--- src/rtl/branch_fetch.sv ---
// Fetch stage with a 2-bit branch history table.
// PCs go to a synchronous instruction memory, predicted-taken branches redirect fetch, and branch/execute redirects override everything else.
module branch_fetch #(
  parameter int BHT_BITS = 6
) (
  input  logic        clk,
  input  logic        rstn,
  input  logic        stall,
  input  logic        b_is_hazard,
  input  logic [13:0] b_addr,
  input  logic        b_is_b_ope,
  input  logic        b_is_branch,
  input  logic [13:0] b_w_pc,
  output logic [13:0] inst_addr,
  input  logic [31:0] inst_data,
  output logic        f_valid,
  output logic [13:0] f_pc,
  output logic [31:0] f_inst,
  output logic        f_pred
);

  localparam int BHT_SIZE = 1 << BHT_BITS;

  logic [13:0]         pc;
  logic [13:0]         d_pc;
  logic                d_valid;
  logic [1:0]          bht [BHT_SIZE];
  logic [5:0]          ope;
  logic                cond_br;
  logic                pred;
  logic [13:0]         target;
  logic [BHT_BITS-1:0] rd_idx;
  logic [BHT_BITS-1:0] wr_idx;
  logic                unused_bits;

  assign ope         = inst_data[31:26];
  assign cond_br     = (ope[1:0] == 2'b10) && (ope[5:4] != 2'b00);
  assign target      = inst_data[13:0];
  assign rd_idx      = d_pc[BHT_BITS-1:0];
  assign wr_idx      = b_w_pc[BHT_BITS-1:0];
  assign unused_bits = ^{inst_data[25:14], b_w_pc[13:BHT_BITS]};

  // The lookup reads the stored counter, so a same-cycle update is not visible yet.
  assign pred = d_valid && cond_br && bht[rd_idx][1];

  // While stalled, re-present the held address so inst_data keeps matching d_pc.
  assign inst_addr = stall ? d_pc : pc;

  always_ff @(posedge clk or negedge rstn) begin
    if (!rstn) begin
      pc      <= '0;
      d_pc    <= '0;
      d_valid <= 1'b0;
      f_valid <= 1'b0;
      f_pc    <= '0;
      f_inst  <= '0;
      f_pred  <= 1'b0;
    end else if (b_is_hazard) begin
      pc      <= b_addr;
      d_valid <= 1'b0;
      f_valid <= 1'b0;
    end else if (!stall) begin
      f_pc    <= d_pc;
      f_inst  <= inst_data;
      d_pc    <= pc;
      if (pred) begin
        // The fetch issued behind a taken branch is wrong-path and gets squashed.
        f_valid <= 1'b1;
        f_pred  <= 1'b1;
        pc      <= target;
        d_valid <= 1'b0;
      end else begin
        f_valid <= d_valid;
        f_pred  <= 1'b0;
        pc      <= pc + 14'd1;
        d_valid <= 1'b1;
      end
    end
  end

  // Counters train on every resolved branch, even while fetch is stalled or redirected.
  always_ff @(posedge clk or negedge rstn) begin
    if (!rstn) begin
      for (int i = 0; i < BHT_SIZE; i++) begin
        bht[i] <= 2'b01;
      end
    end else if (b_is_b_ope) begin
      if (b_is_branch) begin
        if (bht[wr_idx] != 2'b11) begin
          bht[wr_idx] <= bht[wr_idx] + 2'd1;
        end
      end else if (bht[wr_idx] != 2'b00) begin
        bht[wr_idx] <= bht[wr_idx] - 2'd1;
      end
    end
  end

endmodule

--- config.mk ---
export PLATFORM = sky130hd
export DESIGN_NAME = branch_fetch
export DESIGN_NICKNAME = d
export VERILOG_FILES = /design/src/rtl/branch_fetch.sv
export SDC_FILE = /design/constraint.sdc
export NUM_CORES = 1
export LEC_CHECK = 0
export CORE_MARGIN = 2
export CORE_UTILIZATION = 48
export DETAILED_ROUTE_END_ITERATION = 7
export PLACE_DENSITY = 0.7
export SLEW_MARGIN = 20
export SYNTH_ARGS = -nofsm -noshare
export SYNTH_HDL_FRONTEND = slang
export SYNTH_SLANG_ARGS = --single-unit
--- constraint.sdc ---
create_clock -name clk -period 5.5 [get_ports clk]
set_clock_uncertainty 0.2 [all_clocks]
set_input_delay 0.55 -clock clk [delete_from_list [all_inputs] [get_ports clk]]
set_output_delay 0.55 -clock clk [all_outputs]
set_load 0.02 [all_outputs]
Word-level counts from Yosys, hierarchy flattened
Cells that the tools add are included.
{"block": "totals", "register_bits": 205, "in_bits": 66}
{"block": "classes", "add_sub_neg": 3, "n_lt_le_gt_ge": 3, "n_eq_ne": 4, "n_mux": 24, "bitwise": 4, "reduce_logical": 9}
{"operator": "$mux 128", "n": 3}
{"operator": "$bwmux 128", "n": 2}
{"operator": "$mux 14", "n": 4}
{"operator": "$bmux 2 s6", "n": 2}
{"operator": "$add 14x1->14 const B", "n": 1}
{"operator": "$ge 7x7->1 const B", "n": 2}
{"operator": "$not 6->7", "n": 2}
{"operator": "$demux 2 s6", "n": 1}
{"operator": "$mux 2", "n": 5}
{"operator": "$lt 7x1->1 const B", "n": 1}
{"operator": "$mux 1", "n": 7}
{"operator": "$reduce_bool 2->1", "n": 3}
{"operator": "$logic_and 1x1->1", "n": 4}
{"operator": "$ne 2x1->1 const B", "n": 2}
{"operator": "$reduce_and 3->1", "n": 1}
{"operator": "$add 2x1->2 const B", "n": 1}
{"operator": "$eq 2x2->1 const B", "n": 1}
{"operator": "$ne 2x2->1 const B", "n": 1}
{"operator": "$not 1->1", "n": 2}
{"operator": "$reduce_and 2->1", "n": 1}
{"operator": "$sub 2x1->2 const B", "n": 1}

Longest topological paths before layout
Gate-level depths: netlist (run 1).
{"block": "depth", "depth_word": 8, "depth_mapped": 18, "mapped_depth_nobuf": 14}

Worst setup path after synthesis (run 1)
No wires, ideal clock.
{"block": "synth_timing", "kind": "input -> register", "startpoint": "input b_w_pc[1]", "endpoint": "register bht[105] in the netlist's numbering", "arrival_ns": 3.547, "path_slack_ns": 1.629, "cell_stages": 17, "n_path_buf": 4, "cell_sequence": "buf_2 and2_4 buf_6 a22o_1 a221oi_2 o221ai_2 nor4_2 buf_4 buf_6 inv_1 ha_1 mux2i_1 nand2_1 nor2_1 nand2_1 or2_2 mux2_2"}
{"block": "synth_between", "elab_chain_cells": 8, "word_cells_on_any_way": 21, "classes_between": "add/sub: 2; order compare: 2; eq/ne: 2; mux: 10; bitwise: 1; reduce/logical: 4"}
{"item": "from (decl)", "line": "13", "rtl": "input logic [13:0] b_w_pc,"}
{"item": "$not 6->7 (not written as such) (*)"}
{"item": "$bmux 2 s6 (tied with other cells)"}
{"item": "$mux 2 (not written as such) or $logic_and 1x1->1 (tied branches)"}
{"item": "$mux 2, on equally long branches"}
{"item": "$sub 2x1->2 (tied with other cells)", "line": "93", "rtl": "bht[wr_idx] <= bht[wr_idx] - 2'd1;"}
{"item": "$bwmux 128, on equally long branches", "line": "93, 90"}
{"item": "$mux 128, on equally long branches", "line": "92, 89"}
{"item": "$mux 128", "line": "88", "rtl": "if (b_is_branch) begin"}
{"item": "to (signal, indexed assignment)", "line": "90", "rtl": "bht[wr_idx] <= bht[wr_idx] + 2'd1;"}
{"item": "to (signal, indexed assignment)", "line": "93"}
{"item": "to (decl)", "line": "27", "rtl": "logic [1:0] bht [BHT_SIZE];"}
Mark *: on every way between the ends. The rest lies on a longest branch, timed or not. The select of a mux whose other input is x is not followed.
A chain may end at the register's enable or synchronous reset.

Worst setup path in the final report (run 1)
{"block": "layout_timing", "startpoint": "input b_w_pc[1]", "endpoint": "register bht[63] in the netlist's numbering"}
The elaborated chain is that of the path after synthesis.

==> flow_metrics.env, run 1 <==
export IMPL_antenna_found_initial=0
export IMPL_avgViaCountPerCell=5.74
export IMPL_clock_sinks=205
export IMPL_grt_overflow=0
export IMPL_fin_nets=1138
export IMPL_cp_arrival_ps=4580
export IMPL_met2_usage_pct=38.2
export IMPL_fin_ws_ps=1130
export IMPL_synthCells=969
export IMPL_period_needed_ps=4370
export IMPL_cts_setup_buffers=0
export IMPL_final_cell_mix="220 x nand2_1, 147 x mux2_2, 141 x dfrtp_1"
export IMPL_final_cell_area_mm2=0.0127
export IMPL_synth_distinct_cells=57
export IMPL_finalHoldViolCount=27
export IMPL_worst_r2r_endpoint="bht[63]"
export IMPL_fin_setup_tns_ps=0
export IMPL_final_common_cell="nand2_1"
export IMPL_holdBufCountCts=0
export IMPL_relSlewSlack_pct=30.2
export IMPL_fp_row_count=54
export IMPL_maxCapViolations=0
export IMPL_power_mw=4.60
export IMPL_ys_warn_count=0
export IMPL_finalHoldWorstSlack_ps=-62.9
export IMPL_wire_per_inst_um=20.1
export IMPL_placed_area_mm2=0.0119
export IMPL_yosys_register_bits=205
export IMPL_synthFlopType="dfrtp_1"
export IMPL_globalplace_congestion=0.847
export IMPL_worst_r2r_path_depth=13
export IMPL_post_cts_resize_count=0
export IMPL_gr_usage_met1_pct=33.6
export IMPL_yosys_top_cells_area="dfrtp_1 33%, dfstp_2 16%, mux2_2 16%"
export IMPL_port_buffers=119
export IMPL_grt_total_usage_pct=23.7
export IMPL_grt_pass1_vias=7809
export IMPL_diodes=0
export IMPL_multi_input_area_mm2=0.00498
export IMPL_finalMaxSlewViolations=0
export IMPL_area_growth_pct=20.6
export IMPL_end_kind="flip-flop"
export IMPL_irDropWorstVdd_uv=322
export IMPL_htree_levels=1
export IMPL_core_area_mm2=0.0217
export IMPL_worstPathRequired_ps=5710
export IMPL_ioPinCount=128
export IMPL_netlist_area_mm2=0.0106
export IMPL_route_detailed_drc=0
export IMPL_antenna_left=0
export IMPL_syn_area_per_cell_um2=10.9
export IMPL_yosys_area_top_type="dfrtp_1"
export IMPL_root_buffer="clkbuf_16"
export IMPL_cts_tree="yes"
export IMPL_dp_cells=1324
export IMPL_die_w_um=152
export IMPL_first_pass_iters=5
export IMPL_grt_max_degree=124
export IMPL_grtUsageMet3_pct=3.81
export IMPL_grt_pass1_wl_um=44100
export IMPL_synth_edf_count=0
export IMPL_clk_latency_ps=530
export IMPL_rsz0062_at_grt="no"
export IMPL_final_util_pct=58.7
export IMPL_violations="negative hold slack"
export IMPL_ys_async_sr_fraction_pct=100
export IMPL_fillers=1772
export IMPL_dp_hpwl_um=18400
export IMPL_worst_pin_slew_ps=1050
export IMPL_critPathLaunchType="input port"
export IMPL_hold_class="in2async"
export IMPL_vias=7845
export IMPL_finalCritPeriodShare_pct=79.5
export IMPL_cts_buffer_depth=3
export IMPL_yosysTopAreaCellShare_pct=33.4
export IMPL_top_usage_layer="met2"
export IMPL_drt_initial_drc_count=528
export IMPL_status="complete, but fails checks"
export IMPL_dieArea_mm2=0.0232
export IMPL_max_freq_mhz=229
export IMPL_die_y_um=152
export IMPL_r2r_slack_ps=1560
export IMPL_routed_wl_um=27400
export IMPL_drive_above_1_share_pct=27.9
export IMPL_synth_net_count=1038
export IMPL_pre_cts_ws_ps=653
export IMPL_cellLeakagePower_nw=5.67
export IMPL_ys_seq_area_share_pct=49.3
export IMPL_setup_violations_final=0
export IMPL_path_class="in2reg"
export IMPL_powerDensity_mw_per_mm2=361
export IMPL_cts_clk_slew_worst_paths_ps=60
export IMPL_initial_core_util_pct=48.7
export IMPL_crit_fanout=42
export IMPL_register_area_mm2=0.00521
export IMPL_numCtsBuffers=23
export IMPL_instances_no_fill=1366
routing by layer:
metal / wire, um / part of all wire (%)
met1: 12000 / 44
met2: 13100 / 48
met3: 1790 / 6.5
met4: 529 / 1.9
met5: 0 / 0
critical path, cell delays in order:
cell and delay, ps:
buf_2 770, mux4_2 440, mux2i_1 280, o22a_1 180, o221ai_2 110, nor4_4 320, inv_1 80, ha_1 200
mux2i_1 190, nand2_1 80, nor2_1 240, nand2_1 410, nor2_1 320, mux2_2 360
worst max path at each step:
stage,from,to,slack [ps],cells after the start
global placement,b_w_pc[1],bht[63],660,14
finish,b_w_pc[1],bht[63],1130,14
floorplan,b_w_pc[1],bht[105],1630,17
global route,b_w_pc[1],bht[63],870,15
detailed placement,b_w_pc[1],bht[63],650,14
CTS,b_w_pc[1],bht[63],1200,14
cells in the mapped netlist, drive strengths merged (2+ instances only):
| cell type | number |
|---|---|
| a211oi | 3 |
| a21oi | 17 |
| a221oi | 4 |
| a22o | 3 |
| a22oi | 17 |
| a2bb2oi | 3 |
| and2 | 3 |
| and3 | 6 |
| buf | 33 |
| clkbuf | 33 |
| dfrtp | 141 |
| dfstp | 64 |
| ha | 3 |
| inv | 7 |
| mux2 | 148 |
| mux2i | 58 |
| mux4 | 17 |
| nand2 | 220 |
| nand2b | 2 |
| nand3 | 15 |
| nand3b | 3 |
| nand4 | 4 |
| nor2 | 85 |
| nor2b | 9 |
| nor3 | 5 |
| o21ai | 16 |
| o221ai | 14 |
| o22ai | 3 |
| or2 | 4 |
| or3b | 2 |
| xnor2 | 8 |
| xor2 | 5 |
layout make-up:
cell class / instances / area share, %
multi-input cells: 691 / 39.1
inverters: 7 / 0.206
repair buffers: 141 / 10.8
well taps: 280 / 2.75
clock buffers: 32 / 5.02
flip-flops and latches: 205 / 40.9
clock inverters: 10 / 1.24
power breakdown:
part | internal [mW] | switching [mW]
combinational | 0.475 | 0.521
clock | 1.00 | 0.625
sequential | 1.80 | 0.181
total | 3.27 | 1.33
cells by family (layout without fill, tap and decap cells):
| family | count (synthesis) | count (layout) | synth area share [%] |
|---|---|---|---|
| compound gates | 91 | 91 | 6.42 |
| xor+xnor | 13 | 13 | 1.08 |
| fa+ha+maj | 3 | 3 | 0.355 |
| buf+inv | 73 | 190 | 3.73 |
| flops | 205 | 205 | 49.3 |
| mux | 223 | 223 | 25.0 |
| simple gates | 361 | 361 | 14.1 |
Power figures use the tool's default switching activity.
==> run 2: changes to the inputs <==
Clock period 5.5 ns to 4.35 ns, I/O delays scaled along.
==> run 2 against run 1 <==
  * The run now ends clean
  * Non-clock buffer count up 40
  * Clock power grew 12%
  * Count of clock-buffer cells in the layout rose by 9
  * Global-route usage about the same
  * Power rose by 22%
  * Hold slack better by 330 ps
  * Highest routed layer unchanged
  * Utilization up 1.3 points
  * First-iteration DRC count is 4.0% lower
  * Critical path type unchanged
  * Via count rose by 1.0%
  * Largest power group unchanged
  * Critical path depth up 1
==> flow_metrics.env, run 2 (synthesis results as in run 1) <==
export IMPL_dieArea_mm2=0.0232
export IMPL_cp_arrival_ps=3860
export IMPL_finalHoldViolCount=0
export IMPL_path_cells="buf_2, buf_12, mux4_2, mux2i_1, o221ai_2, nor4_4, inv_1, ha_1, mux2i_1, nand2_1, nor2_1, nand2_1, buf_4, nor2_1, mux2_2"
export IMPL_placed_area_mm2=0.0123
export IMPL_grt_overflow=0
export IMPL_drive_above_1_share_pct=29.8
export IMPL_rsz0062_at_grt="no"
export IMPL_max_stage_delay_ps=520
export IMPL_final_util_pct=60.0
export IMPL_port_buffers=119
export IMPL_die_y_um=152
export IMPL_grt_pass1_vias=7973
export IMPL_vias=7927
export IMPL_cts_clk_slew_worst_paths_ps=60
export IMPL_htree_levels=1
export IMPL_dp_hpwl_um=19300
export IMPL_fin_nets=1178
export IMPL_cts_buffer_depth=3
export IMPL_worst_r2r_path_depth=15
export IMPL_final_cell_area_mm2=0.0130
export IMPL_maxCapViolations=0
export IMPL_avgViaCountPerCell=5.64
export IMPL_final_cell_mix="220 x nand2_1, 147 x mux2_2, 141 x dfrtp_1"
export IMPL_root_buffer="clkbuf_16"
export IMPL_hold_class="in2async"
export IMPL_diodes=0
export IMPL_fin_setup_tns_ps=0
export IMPL_ioPinCount=128
export IMPL_finalCritPeriodShare_pct=84.4
export IMPL_path_class="in2reg"
export IMPL_grt_pass1_wl_um=44600
export IMPL_grt_max_degree=95
export IMPL_clock_sinks=205
export IMPL_status="finished, final reports clean"
export IMPL_route_detailed_drc=0
export IMPL_cellLeakagePower_nw=5.83
export IMPL_initial_core_util_pct=48.7
export IMPL_power_mw=5.62
export IMPL_numCtsBuffers=23
export IMPL_critPathLaunchType="input port"
export IMPL_powerDensity_mw_per_mm2=432
export IMPL_worstPathRequired_ps=4530
export IMPL_area_growth_pct=23.2
export IMPL_r2r_slack_ps=740
export IMPL_worst_pin_slew_ps=907
export IMPL_worst_r2r_endpoint="bht[11]"
export IMPL_end_kind="flip-flop"
export IMPL_crit_path_start="b_w_pc[0]"
export IMPL_setup_violations_final=0
export IMPL_first_pass_iters=5
export IMPL_cpMaxStageDelayCell="mux4_2"
export IMPL_antenna_found_initial=0
export IMPL_crit_fanout=12
export IMPL_instances_no_fill=1405
export IMPL_relSlewSlack_pct=39.5
export IMPL_final_common_cell="nand2_1"
export IMPL_cts_tree="yes"
export IMPL_dp_cells=1363
export IMPL_finalMaxSlewViolations=0
export IMPL_core_area_mm2=0.0217
export IMPL_post_cts_resize_count=0
export IMPL_max_freq_mhz=272
export IMPL_antenna_left=0
export IMPL_fp_row_count=54
export IMPL_fillers=1822
export IMPL_clk_latency_ps=500
export IMPL_period_needed_ps=3670
export IMPL_wire_per_inst_um=19.6
export IMPL_drt_initial_drc_count=507
export IMPL_grt_total_usage_pct=23.7
export IMPL_globalplace_congestion=0.846
export IMPL_irDropWorstVdd_uv=326
export IMPL_die_w_um=152
export IMPL_routed_wl_um=27500
[run 2: cell types whose count changed in the layout (fill, tap and decap cells not counted)]
cell	before	now
buf_4	20	54
clkbuf_1	6	12
buf_12	2	7
bufinv_16	4	0
clkinv_2	4	0
clkbuf_8	4	7
inv_6	2	0
dlygate4sd3_1	0	1
[run 2: what timing repair did]
action	in CTS	in global routing
buffers inserted	0	0
hold buffers	1	0
endpoints found under the hold margin	26	0
endpoints found under the setup margin	0	0
[run 2: cell type report]
class	count	area, um^2	area share [%]
timing repair buffer	181	1740	13.3
sequential	205	5210	40.1
clock buffer	41	703	5.41
inverter	7	26.3	0.202
tap	280	350	2.69
multi-input combinational	691	4980	38.3
[run 2: through the flow]
stage | hold WS, ps | worst slack (ps)
3_3_place_gp | 238 | 260
4_1_cts | 250 | 742
2_1_floorplan | -60.6 | 594
5_1_grt | 275 | 497
6_report | 268 | 679
3_5_place_dp | 241 | 219
[run 2: routing by layer]
layer  wire length, um  track usage [%]  vias to the layer above
met4               910             7.70                        0
met1             12100             33.9                     3922
met3              1690             3.61                       73
met2             12900             37.4                      269
met5                 0                0                        -
li1                  -                -                     3663
[run 2: critical path, delay by kind of cell]
| family | cells | cell delay (ps) |
|---|---|---|
| buf+inv | 4 | 680 |
| simple gates | 5 | 950 |
| mux | 4 | 1390 |
| fa+ha+maj | 1 | 200 |
| compound gates | 1 | 190 |
[run 2: how the worst max path moves through the flow]
stage / endpoint / slack, ps / cells after the start
3_5_place_dp: bht[127] / 220 / 17
5_1_grt: bht[15] / 500 / 17
6_report: bht[11] / 680 / 15
3_3_place_gp: bht[59] / 260 / 17
4_1_cts: bht[57] / 740 / 17
2_1_floorplan: bht[105] / 590 / 17
[run 2: where the power goes]
part	internal, mW	total (mW)	switching, mW
logic	0.634	1.30	0.670
clock network	1.08	1.82	0.740
registers	2.27	2.50	0.225
==> run 3: changes to the inputs <==
Clock period 4.35 ns to 3.76 ns, I/O delays scaled along.
==> run 3 against run 2 <==
  * Final cell count up 2.1%
  * Setup slack worse by 520 ps
  * Die area unchanged
  * Non-clock buffer count up 29
  * Critical endpoint is now bht[5]
  * Largest power group unchanged
  * Highest routed layer unchanged
==> flow_metrics.env, run 3 (synthesis results as in run 1) <==
export IMPL_status="finished, final reports clean"
export IMPL_combPwrFrac_pct=23.0
export IMPL_final_cell_mix="220 x nand2_1, 147 x mux2_2, 141 x dfrtp_1"
export IMPL_antenna_found_initial=0
export IMPL_grt_max_degree=110
export IMPL_finalMaxSlewViolations=0
export IMPL_worst_r2r_endpoint="bht[5]"
export IMPL_pre_cts_ws_ps=-276
export IMPL_drt_initial_drc_count=509
export IMPL_crit_fanout=4
export IMPL_finalCritPeriodShare_pct=95.8
export IMPL_numCtsBuffers=23
export IMPL_final_cell_area_mm2=0.0134
export IMPL_final_util_pct=61.6
export IMPL_ioPinCount=128
export IMPL_netSwitchingFraction_pct=28.8
export IMPL_end_kind="flip-flop"
export IMPL_clockPowerShare_pct=34.4
export IMPL_core_area_mm2=0.0217
export IMPL_final_common_cell="nand2_1"
export IMPL_powerDensity_mw_per_mm2=508
export IMPL_relSlewSlack_pct=39.1
export IMPL_avgViaCountPerCell=5.52
export IMPL_p_int_mw=4.83
export IMPL_r2r_slack_ps=160
export IMPL_hold_class="in2reg"
export IMPL_path_cells="mux2i_1, a2bb2oi_1, nor2_1, a211oi_1, o22ai_1, buf_4, nor4_4, inv_1, ha_1, mux2i_1, and3_1, nand2_1, buf_4, nor2_1, mux2_2"
export IMPL_vias=7922
export IMPL_fin_ws_ps=159
export IMPL_grt_overflow=0
export IMPL_cts_setup_buffers=0
export IMPL_fp_row_count=54
export IMPL_dieArea_mm2=0.0232
export IMPL_path_class="reg2reg"
export IMPL_placed_area_mm2=0.0125
export IMPL_grt_pass1_vias=8137
export IMPL_rsz0062_at_grt="no"
export IMPL_die_y_um=152
export IMPL_diodes=0
export IMPL_maxCapViolations=0
export IMPL_worst_pin_slew_ps=914
export IMPL_routed_wl_um=27800
export IMPL_max_stage_delay_ps=370
export IMPL_finalHoldWorstSlack_ps=197
export IMPL_cts_tree="yes"
export IMPL_first_pass_iters=4
export IMPL_clock_sinks=205
export IMPL_critPathLaunchType="flip-flop"
export IMPL_port_buffers=119
export IMPL_cpMaxStageDelayCell="dfstp_2"
export IMPL_cts_buffer_depth=3
export IMPL_route_detailed_drc=0
export IMPL_irDropWorstVdd_uv=333
export IMPL_grt_total_usage_pct=24.2
export IMPL_fin_nets=1207
export IMPL_cp_arrival_ps=3790
export IMPL_drive_above_1_share_pct=32.4
export IMPL_crit_family="simple AND/OR/NAND/NOR gates"
export IMPL_worst_r2r_path_depth=15
export IMPL_root_buffer="clkbuf_16"
export IMPL_whs_endpoint="f_inst[18]"
export IMPL_crit_buf_inv=3
export IMPL_period_needed_ps=3600
export IMPL_grt_pass1_wl_um=45400
export IMPL_globalplace_congestion=0.874
export IMPL_clk_latency_ps=510
export IMPL_wire_per_inst_um=19.4
export IMPL_power_frac_seq_pct=42.7
export IMPL_initial_core_util_pct=48.7
export IMPL_cts_clk_slew_worst_paths_ps=60
export IMPL_area_growth_pct=26.4
export IMPL_hold_start="inst_data[18]"
export IMPL_antenna_left=0
export IMPL_p_switching_mw=1.95
export IMPL_setup_violations_final=0
export IMPL_die_w_um=152
export IMPL_cellLeakagePower_nw=6.04
export IMPL_htree_levels=1
export IMPL_hold_depth=3
export IMPL_dp_hpwl_um=19600
export IMPL_power_mw=6.78
export IMPL_worstPathRequired_ps=3950
export IMPL_finalHoldViolCount=0
export IMPL_max_freq_mhz=278
## run 3: routing by layer
metal	vias up	wire length [um]	global-route usage, %
met5	-	0	0
met4	0	819	7.12
met3	53	1590	4.27
met2	224	12900	38.4
met1	3927	12500	34.3
li1	3718	-	-
## run 3: worst register-to-register path, cell delays in order (launching register included)
cell and delay (ps):
dfstp_2 370, mux2i_1 160, a2bb2oi_1 170, nor2_1 50
a211oi_1 370, o22ai_1 180, buf_4 180, nor4_4 190
inv_1 80, ha_1 200, mux2i_1 160, and3_1 250
nand2_1 180, buf_4 210, nor2_1 170, mux2_2 370
## run 3: layout make-up
| class | instances | area, um^2 |
|---|---|---|
| clock buffer | 31 | 656 |
| clock inverter | 10 | 136 |
| fill | 1729 | 8340 |
| inverter | 7 | 26.3 |
| multi-input combinational | 691 | 4980 |
| sequential | 205 | 5210 |
| tap | 280 | 350 |
| timing repair buffer | 210 | 1990 |
## run 3: per-stage QoR
step           std cells  setup TNS, ps
2_1_floorplan        969              0
3_3_place_gp        1392         -17550
3_5_place_dp        1392         -17330
4_1_cts             1434              0
5_1_grt             1434              0
6_report            1434              0
## run 3: worst max path at each step
| stage | start | slack, ps | to | cells past startpoint |
|---|---|---|---|---|
| after CTS | flip-flop | 140 | bht[123] | 15 |
| final | flip-flop | 160 | bht[5] | 15 |
| after global placement | b_w_pc[0] | -230 | bht[121] | 19 |
| after detailed placement | b_w_pc[0] | -280 | bht[123] | 19 |
| after global routing | flip-flop | 3 | bht[55] | 15 |
| after floorplan | b_w_pc[1] | 60 | bht[105] | 17 |
## run 3: repair_timing
item,in CTS,in global routing
resized for setup,0,1
hold buffers,1,0
hold endpoints to repair,75,0
setup endpoints to repair,0,31
## run 3: power groups by stage
stage / Combinational, mW / Sequential (mW) / Clock (mW)
floorplan: 0.885 / 2.91 / 0
global placement: 1.53 / 2.91 / 0
detailed placement: 1.55 / 2.93 / 0
CTS: 1.56 / 2.89 / 2.39
global route: 1.68 / 2.94 / 2.48
finish: 1.56 / 2.89 / 2.33
